==> config.mk <==
export PLATFORM = sky130hd
export DESIGN_NAME = usart_rx_fifo
export DESIGN_NICKNAME = d
export VERILOG_FILES = /design/src/rtl/usart_rx_fifo.sv
export SDC_FILE = /design/constraint.sdc
export NUM_CORES = 1
export LEC_CHECK = 0
export BUFFER_PORTS_ARGS = -buffer_cell sky130_fd_sc_hd__buf_2
export CORE_ASPECT_RATIO = 1.1
export CORE_MARGIN = 3
export CORE_UTILIZATION = 30
export DETAILED_ROUTE_END_ITERATION = 8
export PLACE_DENSITY = 0.49
export SLEW_MARGIN = 40
export SYNTH_ARGS = -nofsm -noshare
export SYNTH_HDL_FRONTEND = slang
export SYNTH_SLANG_ARGS = --single-unit
==> constraint.sdc <==
create_clock -name comm_clock -period 6.2 [get_ports comm_clock]
set_input_delay 0.62 -clock comm_clock [delete_from_list [all_inputs] [get_ports comm_clock]]
set_output_delay 0.62 -clock comm_clock [all_outputs]
set_load 0.02 [all_outputs]
==> src/rtl/usart_rx_fifo.sv <==
// usart_rx_fifo: oversampled USART receiver feeding a show-ahead FIFO with sticky error flags.
// Define USART_RX_PARITY_EN to add a parity bit after the data bits.
module usart_rx_fifo #(
  parameter int DATA_BITS  = 8,
  parameter int FIFO_DEPTH = 4,
  parameter int DIV_WIDTH  = 12
) (
  input  logic                          comm_clock,
  input  logic                          reset_n,
  input  logic [DIV_WIDTH-1:0]          clocks_per_bit,
  input  logic                          rx_pin,
  input  logic                          parity_odd,
  output logic [DATA_BITS-1:0]          data_out,
  output logic                          data_valid,
  input  logic                          data_ready,
  output logic [$clog2(FIFO_DEPTH):0]   fifo_count,
  output logic                          framing_error,
  output logic                          parity_error,
  output logic                          overflow,
  input  logic                          clear_errors
);
  localparam int AW = $clog2(FIFO_DEPTH);
  localparam int BW = $clog2(DATA_BITS + 1);
  typedef enum logic [2:0] {IDLE, START, DATA, PARITY, STOP, WAIT_HIGH} state_t;
  state_t                 r_state, w_next;
  logic                   r_rx_meta, r_rx_sync, r_rx_prev;
  logic [DIV_WIDTH-1:0]   r_cnt, w_cpb, w_load_val;
  logic [BW-1:0]          r_bits;
  logic [DATA_BITS-1:0]   r_shift;
  logic                   r_par_bad, r_fe, r_pe, r_ov;
  logic                   w_tick, w_load, w_shift, w_push, w_fe_set, w_pe_set;
  logic [DATA_BITS-1:0]   r_mem [FIFO_DEPTH];
  logic [AW-1:0]          r_wr, r_rd;
  logic [AW:0]            r_count;
  logic                   w_pop, w_full, w_wr;

  assign w_cpb  = (clocks_per_bit < DIV_WIDTH'(2)) ? DIV_WIDTH'(2) : clocks_per_bit;
  assign w_tick = r_cnt <= DIV_WIDTH'(1);

  always_comb begin
    w_next     = r_state;
    w_load     = 1'b0;
    w_load_val = w_cpb;
    w_shift    = 1'b0;
    w_push     = 1'b0;
    w_fe_set   = 1'b0;
    w_pe_set   = 1'b0;
    case (r_state)
      IDLE: if (r_rx_prev && !r_rx_sync) begin
        w_next     = START;
        w_load     = 1'b1;
        w_load_val = w_cpb >> 1;
      end
      START: if (w_tick) begin
        w_next = r_rx_sync ? IDLE : DATA;
        w_load = !r_rx_sync;
      end
      DATA: if (w_tick) begin
        w_shift = 1'b1;
        w_load  = 1'b1;
`ifdef USART_RX_PARITY_EN
        if (r_bits == BW'(DATA_BITS - 1)) w_next = PARITY;
`else
        if (r_bits == BW'(DATA_BITS - 1)) w_next = STOP;
`endif
      end
`ifdef USART_RX_PARITY_EN
      PARITY: if (w_tick) begin
        w_next   = STOP;
        w_load   = 1'b1;
        w_pe_set = r_rx_sync != (^r_shift ^ parity_odd);
      end
`endif
      STOP: if (w_tick) begin
        w_next   = r_rx_sync ? IDLE : WAIT_HIGH;
        w_push   = r_rx_sync && !r_par_bad;
        w_fe_set = !r_rx_sync;
      end
      WAIT_HIGH: if (r_rx_sync) w_next = IDLE;
      default: w_next = IDLE;
    endcase
  end

`ifndef USART_RX_PARITY_EN
  logic w_unused;
  assign w_unused = parity_odd;
`endif

  // Synchroniser flops reset high so the idle line never looks like a start edge.
  always_ff @(posedge comm_clock or negedge reset_n) begin
    if (!reset_n) begin
      r_rx_meta <= 1'b1;
      r_rx_sync <= 1'b1;
      r_rx_prev <= 1'b1;
      r_state   <= IDLE;
      r_cnt     <= '0;
      r_bits    <= '0;
      r_shift   <= '0;
      r_par_bad <= 1'b0;
    end else begin
      r_rx_meta <= rx_pin;
      r_rx_sync <= r_rx_meta;
      r_rx_prev <= r_rx_sync;
      r_state   <= w_next;
      r_cnt     <= w_load ? w_load_val : (r_cnt != '0 ? r_cnt - 1'b1 : r_cnt);
      r_bits    <= (r_state == START) ? '0 : (w_shift ? r_bits + 1'b1 : r_bits);
      r_shift   <= w_shift ? {r_rx_sync, r_shift[DATA_BITS-1:1]} : r_shift;
      r_par_bad <= (r_state == START) ? 1'b0 : (r_par_bad | w_pe_set);
    end
  end

  assign w_pop  = data_valid && data_ready;
  assign w_full = r_count == (AW+1)'(FIFO_DEPTH);
  assign w_wr   = w_push && (!w_full || w_pop);

  always_ff @(posedge comm_clock) begin
    if (w_wr) r_mem[r_wr] <= r_shift;
  end

  always_ff @(posedge comm_clock or negedge reset_n) begin
    if (!reset_n) begin
      r_wr    <= '0;
      r_rd    <= '0;
      r_count <= '0;
      r_fe    <= 1'b0;
      r_pe    <= 1'b0;
      r_ov    <= 1'b0;
    end else begin
      r_wr    <= r_wr + AW'(w_wr);
      r_rd    <= r_rd + AW'(w_pop);
      r_count <= r_count + (AW+1)'(w_wr) - (AW+1)'(w_pop);
      r_fe    <= w_fe_set | (r_fe & ~clear_errors);
      r_pe    <= w_pe_set | (r_pe & ~clear_errors);
      r_ov    <= (w_push && w_full && !w_pop) | (r_ov & ~clear_errors);
    end
  end

  assign data_valid    = r_count != '0;
  assign data_out      = data_valid ? r_mem[r_rd] : '0;
  assign fifo_count    = r_count;
  assign framing_error = r_fe;
  assign parity_error  = r_pe;
  assign overflow      = r_ov;
endmodule

Yosys cells after proc, flatten, opt, wreduce, memory -nomap -nowiden:

Memories as Yosys holds them, arrays and structs flattened.
Index checks and enable logic that the tools add are counted.
Widths: inputs -> output; s select.

* flip-flop bits (word level): 41
* memory bits (writable): 32
* bits of input ports: 18
* word-level logic and storage cells: 86
* memories: 1

* $add $sub $neg: 6
* magnitude comparators: 2
* equality and inequality tests: 12
* mux-type cells: 28
* bitwise logic cells: 6
* reduce and logical (&&, ||, !) cells: 17

Memory list
* r_mem: words 4, width 8, rd ports 1, clocked after Yosys merged registers in 0, wr ports 1, line 32 `logic [DATA_BITS-1:0] r_mem [FIFO_DEPTH];`

Operators by type and width (count)
* $mux 12: 5
* $mux 3: 7
* $pmux 3 s5: 1
* $le 12x1->1 const B: 1
* $lt 12x2->1 const B: 1
* $ne 2x2->1 const B: 6
* $reduce_bool 12->1: 1
* $sub 12x1->12 const B: 1
* $mux 1: 10
* $eq 3x3->1 const B: 3
* $mux 4: 2
* $mux 8: 1
* $logic_and 1x1->1: 6
* $reduce_and 6->1: 1
* $add 2x1->2: 2
* $add 4x1->4 const B: 1
* $eq 4x3->1 const B: 1
* $logic_not 1->1: 4
* $reduce_bool 2->1: 2
* $add 3x1->3: 1
* $and 1x1->1: 3
* $eq 3x1->1 const B: 1
* $eq 3x2->1 const B: 1
* $logic_not 3->1: 1
* other kinds (7): 8

Depth between registers and ports, before layout:

Gate-level depths: netlist (run 1).

* depth in word-level cells: 7
* gate-level depth with buffers: 12

Least setup slack after synthesis (run 1):

No wires, ideal clock.

* kind: register to register
* start: reg r_cnt[0]
* end: reg r_count[2] (netlist: fifo_count[2])
* setup time: 0.130 ns
* data arrival time: 2.601 ns
* setup slack: 3.469 ns
* cell stages (with the launch flop): 13
* buffers on the path: 2
* clock period less this slack: 2.731 ns
* path through: dfrtp_1 inv_1 ha_1 clkbuf_1 o2111a_1 buf_6 nand3b_1 ha_1 inv_1 ha_1 fa_1 xor2_1 xnor2_1

* longest elaborated chain between the ends: 6

RTL lines
* from (decl): line 27 `logic [DIV_WIDTH-1:0] r_cnt, w_cpb, w_load_val;`
* from (signal assigned): line 105 `r_cnt <= w_load ? w_load_val : (r_cnt != '0 ? r_cnt - 1'b1 : r_cnt);`
* $le 12x1->1: line 38 `assign w_tick = r_cnt <= DIV_WIDTH'(1);`
* $mux 1: line 74 `STOP: if (w_tick) begin`
* $mux 1: line 48 `case (r_state)`
* $logic_and 1x1->1: line 114 `assign w_wr = w_push && (!w_full || w_pop);`
* $add 3x1->3: line 131 `r_count <= r_count + (AW+1)'(w_wr) - (AW+1)'(w_pop);`
* $sub 3x1->3: line 131
* to (signal assigned): line 131
* to (decl): line 34 `logic [AW:0] r_count;`

No other way between the ends.
A chain may end at the register's enable or synchronous reset.

Worst setup path in the final report (run 1):

* start: reg r_cnt[4]
* end: reg r_count[2] (netlist: fifo_count[2])

The elaborated chain is that of the path after synthesis.

==> qor.yml, run 1 <==
outcome:
  outcome: "finished clean"
critical_path:
  cp-end-kind: "register"
  critPathLaunchType: "register"
  worstPathMaxFanout: 13
  worstPathRequired_ns: 6.41
  worst_path_largest_cell_delay_ns: 0.62
  cp_common_cell: "ha_1"
  worst-path-buf-inv: 1
  cp_cell_sequence: "nor4_4 > o2111a_1 > nand3b_1 > ha_1 > inv_1 > ha_1 > fa_1 > xor2_1 > xnor2_1"
  r2r_start: "r_cnt[4]"
  cpMaxStageDelayCell: "o2111a_1"
  rrSetupSlack_ns: 2.96
  r2r_end: "fifo_count[2]"
  r2r_cells: 9
  worst-setup-path-type: "reg -> reg"
  cp_top_family: "adder cells"
  cp.arrival_ns: 3.45
timing:
  tightestPinTransition_ns: 0.774
  final_max_slew_viol_count: 0
  fin_skew_ns: 0.00783
  period_share_pct: 52.3
  setup_viol: 0
  period_needed_ns: 3.24
  hold_violations: 0
  rsz0062_at_grt: "false"
  fmax_ghz: 0.308
  max_slew_margin_pct: 48.2
  hold-worst-slack_ns: 0.270
  setup_tns_ns: 0
synth:
  syn-cell-area_um2: 3400
  synthesis.nets: 291
  yosysUniqueCellTypes: 56
  yosysWarnings: 0
  synth_seq_area_share_pct: 57.8
  synth.ff_latch_count: 72
  synth_mux_area_share_pct: 9.12
  syn_inst: 264
  synth-simple-area-share_pct: 15.2
  synthAdderAreaFrac_pct: 3.53
  async_flop_share_pct: 55.6
  syn_avg_cell_area_um2: 12.9
  synth_top_family_by_area: "simple AND/OR/NAND/NOR gates"
  synthFlopType: "dfrtp_1"
  synth_edf_count: 32
  synth_xor_xnor_area_share_pct: 3.35
  synth-compound-area-share_pct: 8.31
cts:
  cts_buffers: 9
  cts_tree: "yes"
  clockBufferDepth: 2
  clk_pin_slew_ns: 0.06
  htreeDepth: 3
  postCtsHoldBufs: 0
  worstSkewPairLatency_ns: 0.33
  post-cts-setup-buffers: 0
  clock_tree.root_cell: "clkbuf_16"
  post_cts_resize_count: 0
  clkSinkCount: 72
die:
  initial_utilization_pct: 30.9
  pin_count: 33
  dieArea_um2: 12700
  row_count: 40
  die_y_um: 118
  die_x_um: 108
  core-area_um2: 11000
route:
  route.detailed.drc: 0
  first_iter_violations: 112
  wire_per_inst_um: 14.3
  routed_wl_mm: 6.47
  drt_pass1_iterations: 4
  viasPerCell: 4.65
  ant_nets: 0
  vias: 2105
place:
  place_congestion: 0.730
  io_buffers: 31
  dp.cells: 437
  post_dp_cell_area_um2: 3730
  dp_hpwl_mm: 4.40
grt:
  grt_max_degree: 41
  grt_overflow: 0
  grt_pass1_wl_mm: 10.8
  antenna_found_initial: 0
  grt_usage_pct: 10.9
  grt_pass1_vias: 2205
pwr:
  peakVddDrop_uv: 137
  p_leak_nw: 1.66
  p_per_area_nw_per_um2: 367
finish:
  area.growth.synth_to_final_pct: 17.7
  layout-drive-gt1-share_pct: 22.9
  n_antenna_cell: 0
  stdcell_area_um2: 4000
  stdcell_count: 453
  final_nets: 328
run:
  drv_cap: 0
min_path:
  hold_class: "in -> async"
[routing by layer]
layer | global-route usage (%) | share of wire, % | vias up
met5 | 0 | 0 | -
met4 | 3.24 | 1.1 | 0
met3 | 3.51 | 3.6 | 7
met2 | 18.6 | 51 | 33
met1 | 13.1 | 45 | 1017
li1 | - | - | 1048
[synthesized netlist by cell type, types with 3 or more instances]
cell       number  area share (%)
dfrtp_1        37              27
edfxtp_1       32              28
nand2_1        21             2.3
nor2_1         20             2.2
nor2b_1        11             2.0
inv_1          10             1.1
xor2_1         10             2.6
nand3_1         9             1.3
a21oi_1         8             1.2
ha_1            8             2.9
mux2_1          8             2.6
mux4_2          8             5.3
nor3_1          6            0.88
o21ai_1         6            0.88
and3_1          4            0.74
mux2i_1         4             1.2
a2bb2oi_1       3            0.77
buf_2           3            0.44
clkbuf_1        3            0.33
dfstp_2         3             2.3
nor3b_1         3            0.66
o21ai_0         3            0.44
xnor2_1         3            0.77
[registers in the layout, summed over array words and instances (netlist names)]
signal / count
r_rd: 2
r_mem: 32
r_rx_prev: 1
r_wr: 2
framing_error: 1
r_rx_sync: 1
fifo_count: 3
r_state: 3
overflow: 1
parity_error: 1
r_shift: 8
r_rx_meta: 1
r_cnt: 12
r_bits: 4
[placed cells by master, fill, tap and decap left out, drive strengths merged, types with 9 or more instances in the layout]
cell and instances:
buf 34, clkbuf 10, dfrtp 37, edfxtp 32, inv 12, nand2 22, nand3 9, nor2 20
nor2b 11, o21ai 9, xor2 10
[worst max-delay path by stage]
stage             start            end  slack [ns]  cells past startpoint
3_5_place_dp   r_cnt[4]  fifo_count[2]        2.94                      9
3_3_place_gp   r_cnt[4]  fifo_count[2]        2.70                      9
5_1_grt        r_cnt[4]  fifo_count[2]        2.73                      9
4_1_cts        r_cnt[4]  fifo_count[2]        2.94                      9
2_1_floorplan  r_cnt[0]  fifo_count[2]        3.47                     12
6_report       r_cnt[4]  fifo_count[2]        2.96                      9
[worst register-to-register path, delay by kind of cell (launching register included)]
family | cells | cell delay [ns]
fa+ha+maj | 3 | 0.91
simple gates | 2 | 0.87
compound gates | 1 | 0.62
flops | 1 | 0.42
xor+xnor | 2 | 0.29
buf+inv | 1 | 0.03
[cells by family (layout without fill, tap and decap cells)]
group                      count (synthesis)  after routing
DFF                                       72             72
xor gates and xnor gates                  13             13
and+or+nand+nor                           92             92
adders and majority gates                  9              9
AOI/OAI and AO/OA                         39             39
muxes                                     20             20
buffers and inverters                     19             61
[report_power, final]
group	leakage [nW]	switching (W)	total [W]	internal, W
logic	0.706	0.000184	0.000347	0.000163
clock network	0.133	0.000197	0.000469	0.000272
registers	0.823	0.0000974	0.000654	0.000556
[final cells by class]
cell class,instances,area [µm²]
clock buffers,10,229
clock inverters,6,43.8
fillers,1096,7010
inverters,11,41.3
multi-input cells,173,1360
flip-flops and latches,72,1970
well taps,147,184
repair buffers,34,180
[per-stage QoR]
| step | total power [W] | setup WS (ns) | util [%] |
|---|---|---|---|
| floorplan | 0.000909 | 3.47 | - |
| global placement | 0.00100 | 2.70 | 33.7 |
| detailed placement | 0.00102 | 2.94 | 33.9 |
| CTS | 0.00150 | 2.94 | 36.3 |
| global route | 0.00157 | 2.73 | 36.3 |
| finish | 0.00147 | 2.96 | 36.3 |
(Power assumes the default switching activity.)
==> run 2: changes to the inputs <==
- clock period: 6.2 -> 3.4 ns (I/O delays scaled with it)
==> qor.yml, run 2 (same netlist as run 1, synthesis figures left out) <==
outcome:
  outcome: "finished clean"
route:
  drt_pass1_iterations: 4  # unchanged
  wire_per_inst_um: 14.4  # +0.84%
  route.detailed.drc: 0  # unchanged
  vias: 2155  # +2.4%
  routed_wl_mm: 6.59  # +1.9%
  first_iter_violations: 98  # -13%
  ant_nets: 0  # unchanged
  viasPerCell: 4.71  # +1.3%
grt:
  grt_pass1_wl_mm: 10.9  # +0.70%
  antenna_found_initial: 0  # unchanged
  grt_max_degree: 41  # unchanged
  grt_usage_pct: 11.1  # +0.21 points
  grt_overflow: 0  # unchanged
  grt_pass1_vias: 2170  # -1.6%
critical_path:
  worst_path_largest_cell_delay_ns: 0.41  # -0.21 ns
  cp_top_family: "adder cells"
  cpMaxStageDelayCell: "dfrtp_1"
  cp-end-kind: "register"
  worst-path-buf-inv: 2  # +1
  cp.arrival_ns: 2.98  # -0.47 ns
  worst-path-stages: 10  # +1
  r2r_cells: 10  # +1
  worstPathRequired_ns: 3.61  # -2.80 ns
  worstPathMaxFanout: 10  # -3
  cp_common_cell: "ha_1"
  worst-setup-path-type: "reg -> reg"
  cp_cell_sequence: "inv_1 > ha_1 > o2111a_1 > nand3b_1 > ha_1 > inv_1 > ha_1 > fa_1 > xor2_1 > xnor2_1"
  critPathLaunchType: "register"
timing:
  hold_violations: 0  # unchanged
  fin_ws_ns: 0.633  # -2.32 ns
  final_max_slew_viol_count: 0  # unchanged
  period_share_pct: 81.4  # +29 points
  setup_tns_ns: 0  # unchanged
  setup_viol: 0  # unchanged
  period_needed_ns: 2.77  # -0.475 ns
  tightestPinTransition_ns: 0.812  # +0.0380 ns
  fmax_ghz: 0.361  # +17%
  rsz0062_at_grt: "false"
  fin_skew_ns: 0.0108  # +0.00298 ns
  max_slew_margin_pct: 45.9  # -2.4 points
min_path:
  holdPathStages: 1
  hold_class: "in -> reg"
run:
  drv_cap: 0  # unchanged
cts:
  clockBufferDepth: 2  # unchanged
  worstSkewPairLatency_ns: 0.34  # about the same
  clk_pin_slew_ns: 0.06  # about the same
  clock_tree.root_cell: "clkbuf_16"
  cts_tree: "yes"
  htreeDepth: 3  # unchanged
  cts_buffers: 9  # unchanged
  clkSinkCount: 72  # unchanged
finish:
  layout_commonest_cell: "dfrtp_1"
  layout-drive-gt1-share_pct: 24.1  # +1.2 points
  final_nets: 333  # +1.5%
  top_register: "r_mem"
  n_antenna_cell: 0  # unchanged
  final_cell_mix: "dfrtp_1 (37), edfxtp_1 (32), buf_2 (30)"
  reg.largest.list: "r_mem: 32 flops, r_cnt: 12 flops, r_shift: 8 flops"
  largest_reg_flops: 32  # unchanged
  area.growth.synth_to_final_pct: 18.9
place:
  io_buffers: 31  # unchanged
  place_congestion: 0.696  # -4.8%
  pre_cts_ws_ns: 0.641  # -2.30 ns
  dp_hpwl_mm: 4.50  # +2.4%
pwr:
  swShare_pct: 33.0  # +0.42 points
  p_switching_w: 0.000899  # +88%
  peakVddDrop_uv: 224  # +63%
  p_comb_share_pct: 23.6  # about the same
  p_per_area_nw_per_um2: 673  # +83%
  clkPwrFrac_pct: 32.9  # +1.0 points
  p_leak_nw: 1.68  # +1.3%
  power_frac_seq_pct: 43.4  # -1.1 points
  internal_power_w: 0.00182  # +84%
die:
  die_y_um: 118  # unchanged
  pin_count: 33  # unchanged
  initial_utilization_pct: 30.9  # unchanged
  row_count: 40  # unchanged
  die_x_um: 108  # unchanged
  dieArea_um2: 12700  # unchanged
  core-area_um2: 11000  # unchanged
[run 2: cell type report]
cell class	instances	area, µm²
Clock inverter	7	60.1
Multi-Input combinational cell	173	1350
Timing Repair Buffer	39	220
Clock buffer	9	225
Fill cell	1083	6970
Tap cell	147	184
Inverter	11	41.3
Sequential cell	72	1970
[run 2: per-stage QoR]
step	area (µm²)	instances	hold WS [ns]	util, %	power (W)
floorplan	3400	264	0.0444	-	0.00166
global placement	3740	441	0.347	34.0	0.00184
detailed placement	3750	441	0.347	34.1	0.00186
CTS	4050	458	0.0929	36.7	0.00276
global route	4050	458	0.100	36.7	0.00288
finish	4050	458	0.107	36.7	0.00272
[run 2: worst reg2reg max path, stage by stage, from the launching register on]
cell and delay, ns:
dfrtp_1 0.41, inv_1 0.12, ha_1 0.39, o2111a_1 0.32
nand3b_1 0.19, ha_1 0.33, inv_1 0.04, ha_1 0.18
fa_1 0.39, xor2_1 0.16, xnor2_1 0.13
[run 2: path summary, 6_finish.rpt]
| kind | slack [ns] | start | end |
|---|---|---|---|
| worst max-delay path | 0.63 | r_cnt[0] | fifo_count[2] |
| worst min-delay path | 0.11 | rx_pin | r_rx_meta |
| worst max register to register | 0.63 | r_cnt[0] | fifo_count[2] |
| worst min register to register | 0.36 | r_rx_meta | r_rx_sync |
| max in group asynchronous | 2.50 | reset_n | r_rx_prev |
| min in group asynchronous | 0.52 | reset_n | r_cnt[8] |
[run 2: per-layer routing]
| metal | vias to the layer above | share of wire (%) | global-route usage, % |
|---|---|---|---|
| met5 | - | 0 | 0 |
| met4 | 0 | 2.0 | 5.37 |
| met2 | 37 | 51 | 18.8 |
| li1 | 1062 | - | - |
| met3 | 11 | 3.7 | 2.58 |
| met1 | 1045 | 43 | 13.3 |
[run 2: power groups by stage]
stage	logic, W	registers [W]	clock network, W
after floorplan	0.000507	0.00115	0
after global placement	0.000633	0.00120	0
after detailed placement	0.000650	0.00121	0
after CTS	0.000653	0.00119	0.000922
after global routing	0.000718	0.00120	0.000959
final	0.000643	0.00118	0.000897
[run 2: timing repair]
item,CTS,global route
hold buffers,1,0
hold endpoints to repair,6,0
endpoints found under the setup margin,0,0
buffers inserted,0,0
resized for setup,0,0
